<file path="src/rtl/mem_port_arbiter.sv">
// -----------------------------------------------------------------------------
// mem_port_arbiter
// Shares one single-ported unified memory between the instruction-fetch
// requester and the load/store requester. Each requester owns one pending
// slot that captures its 1-cycle request pulse. One memory transaction runs
// at a time (IDLE -> ISSUE -> WAIT -> RESP). Each response goes back to its
// owner as a 1-cycle valid pulse.
//
// Optional feature: define MEM_ARB_RR_EN for round-robin arbitration on a
// tie. Without it the data slot always wins a tie.
//
// Ports
//   i_clk, i_rst                  clock, asynchronous active-high reset
//   i_inst_req_valid/_addr        fetch request pulse and address
//   o_inst_resp_valid/_data       fetch response pulse and instruction
//   i_data_req_valid/_we/_addr/_wdata   load/store request pulse and fields
//   o_data_resp_valid/_rdata      load data / store ack (rdata=0 for stores)
//   o_m_valid/_we/_addr/_wdata    memory request pulse and held fields
//   i_m_valid/_rdata              memory response pulse and read data
//   o_busy                        transaction active or a slot pending
//   o_err                         sticky protocol error (dropped request or
//                                 unexpected memory response)
// -----------------------------------------------------------------------------
module mem_port_arbiter #(
    parameter int ADDR_W = 64,
    parameter int DATA_W = 64
) (
    input  logic              i_clk,
    input  logic              i_rst,
    input  logic              i_inst_req_valid,
    input  logic [ADDR_W-1:0] i_inst_req_addr,
    output logic              o_inst_resp_valid,
    output logic [31:0]       o_inst_resp_data,
    input  logic              i_data_req_valid,
    input  logic              i_data_req_we,
    input  logic [ADDR_W-1:0] i_data_req_addr,
    input  logic [DATA_W-1:0] i_data_req_wdata,
    output logic              o_data_resp_valid,
    output logic [DATA_W-1:0] o_data_resp_rdata,
    output logic              o_m_valid,
    output logic              o_m_we,
    output logic [ADDR_W-1:0] o_m_addr,
    output logic [DATA_W-1:0] o_m_wdata,
    input  logic              i_m_valid,
    input  logic [DATA_W-1:0] i_m_rdata,
    output logic              o_busy,
    output logic              o_err
);

    typedef enum logic [1:0] {
        IDLE  = 2'd0,
        ISSUE = 2'd1,
        WAIT  = 2'd2,
        RESP  = 2'd3
    } state_t;

    state_t state_reg, state_next;

    // Pending slots
    logic              inst_full_reg, inst_full_next;
    logic [ADDR_W-1:0] inst_addr_reg, inst_addr_next;
    logic              data_full_reg, data_full_next;
    logic              data_we_reg, data_we_next;
    logic [ADDR_W-1:0] data_addr_reg, data_addr_next;
    logic [DATA_W-1:0] data_wdata_reg, data_wdata_next;

    // Owner of the current transaction: 1 = data, 0 = instruction
    logic grant_reg, grant_next;

    // Registered outputs
    logic              m_valid_reg, m_valid_next;
    logic              m_we_reg, m_we_next;
    logic [ADDR_W-1:0] m_addr_reg, m_addr_next;
    logic [DATA_W-1:0] m_wdata_reg, m_wdata_next;
    logic              inst_resp_valid_reg, inst_resp_valid_next;
    logic [31:0]       inst_resp_data_reg, inst_resp_data_next;
    logic              data_resp_valid_reg, data_resp_valid_next;
    logic [DATA_W-1:0] data_resp_rdata_reg, data_resp_rdata_next;
    logic              err_reg, err_next;

    logic issue;
    logic pick_data;
    logic inst_inflight, data_inflight;
    logic inst_drop, data_drop;
    logic mem_resp;

    assign issue = (state_reg == IDLE) && (inst_full_reg || data_full_reg);

`ifdef MEM_ARB_RR_EN
    // 1 = data was granted last. Reset value (0) makes the first tie go to data.
    logic last_grant_reg;

    always_ff @(posedge i_clk or posedge i_rst) begin
        if (i_rst) begin
            last_grant_reg <= 1'b0;
        end else if (issue) begin
            last_grant_reg <= pick_data;
        end
    end

    // On a tie the requester that was not granted last wins.
    assign pick_data = data_full_reg && (!inst_full_reg || !last_grant_reg);
`else
    assign pick_data = data_full_reg;
`endif

    // A transaction is in flight from issue until the memory responds; a pulse
    // during the response cycle is accepted so the slot can be refilled early.
    assign inst_inflight = ((state_reg == ISSUE) || (state_reg == WAIT)) && !grant_reg;
    assign data_inflight = ((state_reg == ISSUE) || (state_reg == WAIT)) && grant_reg;

    assign inst_drop = i_inst_req_valid && (inst_full_reg || inst_inflight);
    assign data_drop = i_data_req_valid && (data_full_reg || data_inflight);

    assign mem_resp = (state_reg == WAIT) && i_m_valid;

    // ---------------------------------------------------------------- state
    always_ff @(posedge i_clk or posedge i_rst) begin
        if (i_rst) begin
            state_reg <= IDLE;
        end else begin
            state_reg <= state_next;
        end
    end

    // ----------------------------------------------------------- next state
    always_comb begin
        state_next = state_reg;
        case (state_reg)
            IDLE:    if (issue) state_next = ISSUE;
            ISSUE:   state_next = WAIT;
            WAIT:    if (i_m_valid) state_next = RESP;
            RESP:    state_next = IDLE;
            default: state_next = IDLE;
        endcase
    end

    // ------------------------------------------- outputs and datapath next
    always_comb begin
        inst_full_next       = inst_full_reg;
        inst_addr_next       = inst_addr_reg;
        data_full_next       = data_full_reg;
        data_we_next         = data_we_reg;
        data_addr_next       = data_addr_reg;
        data_wdata_next      = data_wdata_reg;
        grant_next           = grant_reg;
        m_we_next            = m_we_reg;
        m_addr_next          = m_addr_reg;
        m_wdata_next         = m_wdata_reg;
        inst_resp_data_next  = inst_resp_data_reg;
        data_resp_rdata_next = data_resp_rdata_reg;

        m_valid_next         = (state_next == ISSUE);
        inst_resp_valid_next = mem_resp && !grant_reg;
        data_resp_valid_next = mem_resp && grant_reg;
        err_next             = err_reg || inst_drop || data_drop ||
                               (i_m_valid && (state_reg != WAIT));

        // Issue frees the winning slot and latches the memory request fields.
        if (issue) begin
            grant_next = pick_data;
            if (pick_data) begin
                data_full_next = 1'b0;
                m_we_next      = data_we_reg;
                m_addr_next    = data_addr_reg;
                m_wdata_next   = data_wdata_reg;
            end else begin
                inst_full_next = 1'b0;
                m_we_next      = 1'b0;
                m_addr_next    = inst_addr_reg;
                m_wdata_next   = '0;
            end
        end

        // Capture never collides with the free above: capture needs an empty slot.
        if (i_inst_req_valid && !inst_drop) begin
            inst_full_next = 1'b1;
            inst_addr_next = i_inst_req_addr;
        end
        if (i_data_req_valid && !data_drop) begin
            data_full_next  = 1'b1;
            data_we_next    = i_data_req_we;
            data_addr_next  = i_data_req_addr;
            data_wdata_next = i_data_req_wdata;
        end

        if (mem_resp && !grant_reg) begin
            inst_resp_data_next = i_m_rdata[31:0];
        end
        // m_we_reg still holds the owner's write enable during WAIT.
        if (mem_resp && grant_reg) begin
            data_resp_rdata_next = m_we_reg ? '0 : i_m_rdata;
        end
    end

    // ------------------------------------------------------ datapath regs
    always_ff @(posedge i_clk or posedge i_rst) begin
        if (i_rst) begin
            inst_full_reg       <= 1'b0;
            inst_addr_reg       <= '0;
            data_full_reg       <= 1'b0;
            data_we_reg         <= 1'b0;
            data_addr_reg       <= '0;
            data_wdata_reg      <= '0;
            grant_reg           <= 1'b0;
            m_valid_reg         <= 1'b0;
            m_we_reg            <= 1'b0;
            m_addr_reg          <= '0;
            m_wdata_reg         <= '0;
            inst_resp_valid_reg <= 1'b0;
            inst_resp_data_reg  <= '0;
            data_resp_valid_reg <= 1'b0;
            data_resp_rdata_reg <= '0;
            err_reg             <= 1'b0;
        end else begin
            inst_full_reg       <= inst_full_next;
            inst_addr_reg       <= inst_addr_next;
            data_full_reg       <= data_full_next;
            data_we_reg         <= data_we_next;
            data_addr_reg       <= data_addr_next;
            data_wdata_reg      <= data_wdata_next;
            grant_reg           <= grant_next;
            m_valid_reg         <= m_valid_next;
            m_we_reg            <= m_we_next;
            m_addr_reg          <= m_addr_next;
            m_wdata_reg         <= m_wdata_next;
            inst_resp_valid_reg <= inst_resp_valid_next;
            inst_resp_data_reg  <= inst_resp_data_next;
            data_resp_valid_reg <= data_resp_valid_next;
            data_resp_rdata_reg <= data_resp_rdata_next;
            err_reg             <= err_next;
        end
    end

    assign o_m_valid         = m_valid_reg;
    assign o_m_we            = m_we_reg;
    assign o_m_addr          = m_addr_reg;
    assign o_m_wdata         = m_wdata_reg;
    assign o_inst_resp_valid = inst_resp_valid_reg;
    assign o_inst_resp_data  = inst_resp_data_reg;
    assign o_data_resp_valid = data_resp_valid_reg;
    assign o_data_resp_rdata = data_resp_rdata_reg;
    assign o_err             = err_reg;
    // Decoded only from registers, so it is glitch-free.
    assign o_busy            = (state_reg != IDLE) || inst_full_reg || data_full_reg;

endmodule

</file>
<file path="config.mk">
export PLATFORM = sky130hd
export DESIGN_NAME = mem_port_arbiter
export DESIGN_NICKNAME = d
export VERILOG_FILES = /design/src/rtl/mem_port_arbiter.sv
export SDC_FILE = /design/constraint.sdc
export NUM_CORES = 1
export LEC_CHECK = 0
export ABC_AREA = 1
export BUFFER_PORTS_ARGS = -buffer_cell sky130_fd_sc_hd__clkbuf_2
export CAP_MARGIN = 20
export CORE_ASPECT_RATIO = 0.75
export CORE_MARGIN = 2
export CORE_UTILIZATION = 36
export CTS_CLUSTER_SIZE = 16
export DETAILED_ROUTE_END_ITERATION = 12
export HOLD_SLACK_MARGIN = 0.05
export PLACE_DENSITY = 0.55
export SLEW_MARGIN = 0
export SYNTH_ARGS = -nofsm -noshare
export SYNTH_HDL_FRONTEND = slang
export SYNTH_SLANG_ARGS = --single-unit
</file>
<file path="constraint.sdc">
create_clock -name i_clk -period 18.1 [get_ports i_clk]
set_clock_uncertainty 0.1 [all_clocks]
set_input_delay 0.905 -clock i_clk [delete_from_list [all_inputs] [get_ports i_clk]]
set_output_delay 0.905 -clock i_clk [all_outputs]
set_load 0.005 [all_outputs]
</file>
; Word-level counts from Yosys, hierarchy flattened
; Cells that the tools add are included.
[word_totals]
register_bits = 427
out_inout_bits = 230
elab_cells = 63
inputBits = 262
[op_classes]
eq_ne = 6
reduce_logical = 28
muxes = 12
[op_table]
columns = operator, count
row1 = 2-to-1 mux 64 bit, 3
row2 = logical AND 1 bit, 11
row3 = logical OR 1 bit, 9
row4 = case mux 2 bit (4 select lines), 1
row5 = 2-to-1 mux 1 bit, 6
row6 = nonzero test 2 bit, 3
row7 = == test 2 x 1 -> 1 bit (second input constant), 2
row8 = == test 2 bit (second input constant), 2
row9 = 2-to-1 mux 2 bit, 2
row10 = logical NOT 1 bit, 3
row11 = logical NOT 2 bit, 1
row12 = != test 2 x 1 -> 1 bit (second input constant), 1
row13 = != test 2 bit (second input constant), 1
row14 = AND reduction 2 bit, 1

; Longest topological paths before layout
[logic_depth]
word_depth = 9
depth_mapped = 8

; Worst setup path before layout
; OpenSTA, ideal clock, no wires.
[synth_path]
path_kind = flip-flop to output port
startpoint = reg state_reg[0]
endpoint = out o_busy
slack_ns = 16.205
required_ns = 17.095
path_stages_with_launch = 6
arrival_time_ns = 0.890
path_buffers = 0
path_cell_list = dfrtp_1 -> inv_1 -> ha_1 -> inv_1 -> nor2_1 -> nand2_1
[synth_via]
elab_chain_len = 3
[synth_rtl]
columns = item, line
row1 = "start, declared", 57  ; state_t state_reg, state_next;
row2 = "start signal, assigned", 122  ; state_reg <= state_next;
row3 = nonzero test 2 bit, 245  ; assign o_busy = (state_reg != IDLE) || inst_full_reg || data_full_reg;
row4 = logical OR 1 bit (2 in a row), 245
row5 = "end, declared", 46  ; output logic o_busy,
; Every way passes these cells.

; Final worst setup path
[layout_path]
startpoint = reg data_full_reg
endpoint = out o_busy
[layout_via]
elab_chain_len = 1
[layout_rtl]
columns = item, line
row1 = "start, declared", 62  ; logic data_full_reg, data_full_next;
row2 = "start signal, assigned", 218  ; data_full_reg <= data_full_next;
row3 = logical OR 1 bit, 245
; Every way passes these cells.

==> results.md <==
Run status:
- The run finished with clean final reports.

Layout:
- Summing all non-filler instances in the final layout gives an area of approximately 22000 um^2.
- Once layout is complete, the cells apart from fillers number 3147.
- The share of layout cells above drive strength 1 is 0.236.
- In the final layout, flip-flops and latches occupy 10700 um^2.
- The total area of multi-input combinational cells is around 5400 um^2.
- The post-layout utilization of the core is 0.458.
- Relative to the synthesized area, the layout overhead comes to 24.7%.
- After filler insertion, the fill cell instance count of the layout stands at slightly below 5k.
- After the last flow step, the layout net total stands at roughly 2.7k.

Synth:
- After synthesis, the most frequently instantiated cells are nand2_1, dfrtp_1, o21ai_0.
- The total number of yosys warnings is 0.
- Of the total synthesized cell area, the portion taken by AND, OR, NAND and NOR gates is 0.211.
- The synthesized-area fraction occupied by ao, oa, aoi and oai cells was 0.0942.
- The top cell type's share of synthesized area is 0.611.
- After synthesis, the cell types taking the most area are dfrtp_1, nand2_1, o21ai_0, inv_1, nand3_1.
- The dominant combinational cell family by area after synthesis is simple AND/OR/NAND/NOR gates.
- The proportion of synthesized area in mux cells is 0.
- The most common cell in the synthesized netlist is nand2_1.
- The average instance in the mapped netlist occupies about 8.6 um^2.
- The combined area of all synthesized cells is ~17000 um^2.
- Among all flip-flop cells after synthesis, the most frequent one is dfrtp_1.
- The library cell with the largest summed area after synthesis is dfrtp_1.
- For this run, the register share of the synthesized area comes to 0.611.
- The register bit count reported by yosys is roughly 430.
- The synthesized design contains 0 enable-type register cells.
- Of the total synthesized cell area, the portion taken by XOR and XNOR cells is 0.
- After synthesis, the share of flip-flops with an asynchronous set or reset is 1.00.
- Synthesis produced a netlist with a net count of between 2k and 2.5k.
- The distinct cell type count of the synthesized netlist is 20.
- The cell count after synthesis is 2039.
- The adder-cell share of the synthesized area is 0.00215.

Clock network:
- The clock sink total is between 400 and 500.
- The clock root buffer master is clkbuf_16.
- The clock tree from TritonCTS is built.
- The number of gates resized after cts is 0.
- The later-pin clock latency in the skew report is approximately 0.56 ns.
- The post-CTS repair timing setup buffer count is 0.
- The count of hold-fix buffers inserted at cts is 0.
- The H-tree depth is 2.
- The clock transition at the register clock pins on the worst setup and hold paths after CTS is about 0.06 ns.
- In this run, CTS created clock tree buffers numbering 45.
- The clock tree buffer depth is 3.

Floorplan:
- The core outline area is 47700 um^2.
- In this run the vertical extent of the chip is just under 200 um.
- The top-level port count is a little under 500.
- The initial utilization of the core area, before any placement, comes to 0.367.
- The width of the chip is approximately 260 um.
- The cell row count is a little under 70.
- The total die area is 50400 um^2.

Timing:
- The worst pin sits at a relative slew slack of 0.318.
- Setup repair after global routing left no endpoint under its margin.
- Setup violations remaining at the end of the flow were counted as 0.
- The total negative setup slack is 0 ns.
- The final number of max-transition violations came to 0.
- The slew at the pin with the worst max-slew slack is 1.02 ns.
- Of the available clock period, the critical path in the final layout requires 0.215.
- The hold violation total from the final report is 0.
- The maximum frequency from static timing analysis is 0.257 GHz.
- Subtracting the final worst setup slack from the clock period gives 3.89 ns.

GRT:
- The routing usage on met2 is 0.321.
- The overall overflow remaining after global route is 0.
- For this run, global-route usage on met1 was measured as 0.285.
- The number of antenna violations at the first check in global routing came to 6.
- The via count of the first global-routing pass is 14.5k.
- The global-route wire length before repair is 81800 um.
- In the global route stage, met3 resource usage came out at 0.0416.
- The most congested layer reported by global routing is met2.
- The pin count of the biggest net entering global routing is 198.
- The all-layer global routing usage is 0.204.

Worst setup path:
- The worst setup path is captured at an output pin.
- The worst path arrival time is between 2 and 3 ns.
- The worst setup path category is flop to output pin.
- For the worst setup path, the data required time is 17.09 ns.
- The highest fanout seen on the critical path is 80.
- For flop-to-flop paths, the worst setup slack is around 15 ns.
- Counting cells, the worst reg-to-reg path comes to 4.
- The worst flop-to-flop path startpoint is data_full_reg$_DFFE_PP0P_.
- The worst setup path is launched from a flop.
- The capture instance of the worst register-to-register path is data_wdata_reg[47]$_DFFE_PP0P_.

Detailed routing:
- In the routed design, unresolved DRC markers number 0.
- Dividing the detail-routed wire length by the instance count gives between 15 and 20 um.
- The detailed router placed around 15k vias in this run.
- In this run the remaining antenna-violating nets after routing total 0.
- The initial DRC count is approximately 940.
- Using the TritonRoute via totals, the vias-per-cell ratio works out to ~4.6.
- The first detailed-routing pass ran for 7 iterations.
- Summed over all layers, the routed wires come to between 50000 and 60000 um.

Placement:
- Once detailed placement completed, the half-perimeter wirelength came to about 34000 um.
- The placed instances occupy a cell area of 20300 um^2.
- The instance count after placement with tap cells included is 3060.
- The number of port buffers is about 490.
- At the end of routability-driven placement, the weighted congestion stood at between 0.8 and 0.9.

Power:
- For this design the static power due to leakage is ~12 nW.
- IR analysis of the VDD net gives a maximum drop of 0.000176 V.
- Power spread over the standard cell area amounts to about 180 nW/um^2.

Min path:
- The worst hold path class is input pin to asynchronous set/reset pin.

Flow run:
- The number of maximum-capacitance constraint violations is 0.
[logic make-up (layout without fill, tap and decap cells)]
group                      after synthesis  after routing
AOI/OAI and AO/OA                      327            327
adders and majority gates                3              3
and+or+nand+nor                        952            952
other                                    0              5
buffers and inverters                  330            794
DFF                                    427            427
[power by group]
group / internal, mW / leakage, nW / switching [mW]
sequential: 1.39 / 5.41 / 0.250
combinational: 0.474 / 6.18 / 0.845
clock: 0.528 / 0.717 / 0.377
[layout by cell type, fill, tap and decap left out]
| cell type | Yosys | routed |
|---|---|---|
| buf_4 | 23 | 13 |
| o21ai_0 | 276 | 276 |
| nor2_1 | 4 | 3 |
| clkinv_4 | 0 | 1 |
| clkbuf_2 | 1 | 491 |
| clkbuf_16 | 0 | 47 |
| inv_1 | 202 | 201 |
| clkbuf_8 | 0 | 10 |
| clkinv_2 | 0 | 8 |
| nand3_1 | 66 | 66 |
| nand3_2 | 2 | 1 |
| bufinv_16 | 0 | 1 |
| clkbuf_1 | 50 | 10 |
| diode_2 | 0 | 5 |
| nand3_4 | 1 | 2 |
| buf_12 | 0 | 3 |
| nand2_2 | 1 | 2 |
| dfrtp_1 | 427 | 426 |
| inv_6 | 0 | 1 |
| dfrtp_4 | 0 | 1 |
| nand2_1 | 878 | 877 |
| inv_8 | 0 | 1 |
| buf_16 | 0 | 3 |
| nor2_4 | 0 | 1 |
| inv_2 | 4 | 4 |
| ha_1 | 3 | 3 |
| o21ai_1 | 49 | 49 |
| o21ai_4 | 1 | 1 |
| a21oi_1 | 1 | 1 |
[critical path, cell delays in order, from the launching register on]
cell and delay [ns]:
dfrtp_4 0.91, buf_4 0.86, nor2_1 0.15, nand2_1 0.11
clkbuf_2 0.20
[per-stage QoR]
stage / hold slack (ns) / power, mW / setup WS, ns
after global placement: 0.365 / 2.94 / 13.39
after detailed placement: 0.365 / 2.98 / 13.33
after CTS: 0.354 / 3.91 / 13.93
after global routing: 0.385 / 4.20 / 13.93
final: 0.333 / 3.86 / 14.21
after floorplan: 0.353 / 2.45 / 5.21
[how the worst max path moves through the flow]
stage	end	start
final	o_busy	data_full_reg$_DFFE_PP0P_
after global routing	o_m_addr[63]$_DFFE_PP0P_	i_rst
after CTS	data_full_reg$_DFFE_PP0P_	i_rst
after detailed placement	data_full_reg$_DFFE_PP0P_	i_rst
after global placement	data_full_reg$_DFFE_PP0P_	i_rst
after floorplan	data_addr_reg[0]$_DFFE_PP0P_	i_rst
[per-layer routing]
metal	wire [um]	part of all wire	vias up
met3	3180	0.062	80
met2	23800	0.46	434
met4	1190	0.023	4
met5	25	0.00048	-
li1	-	-	7160
met1	23300	0.45	6851
[cell type report]
type                            instances  share of cell area
Sequential cell                       427               0.490
Multi-Input combinational cell       1282               0.247
Clock buffer                           67              0.0620
Clock inverter                         11             0.00402
Timing Repair Buffer                  510               0.124
Antenna cell                            5            0.000574
Inverter                              206              0.0358
Tap cell                              639              0.0367
(Power assumes the default switching activity.)
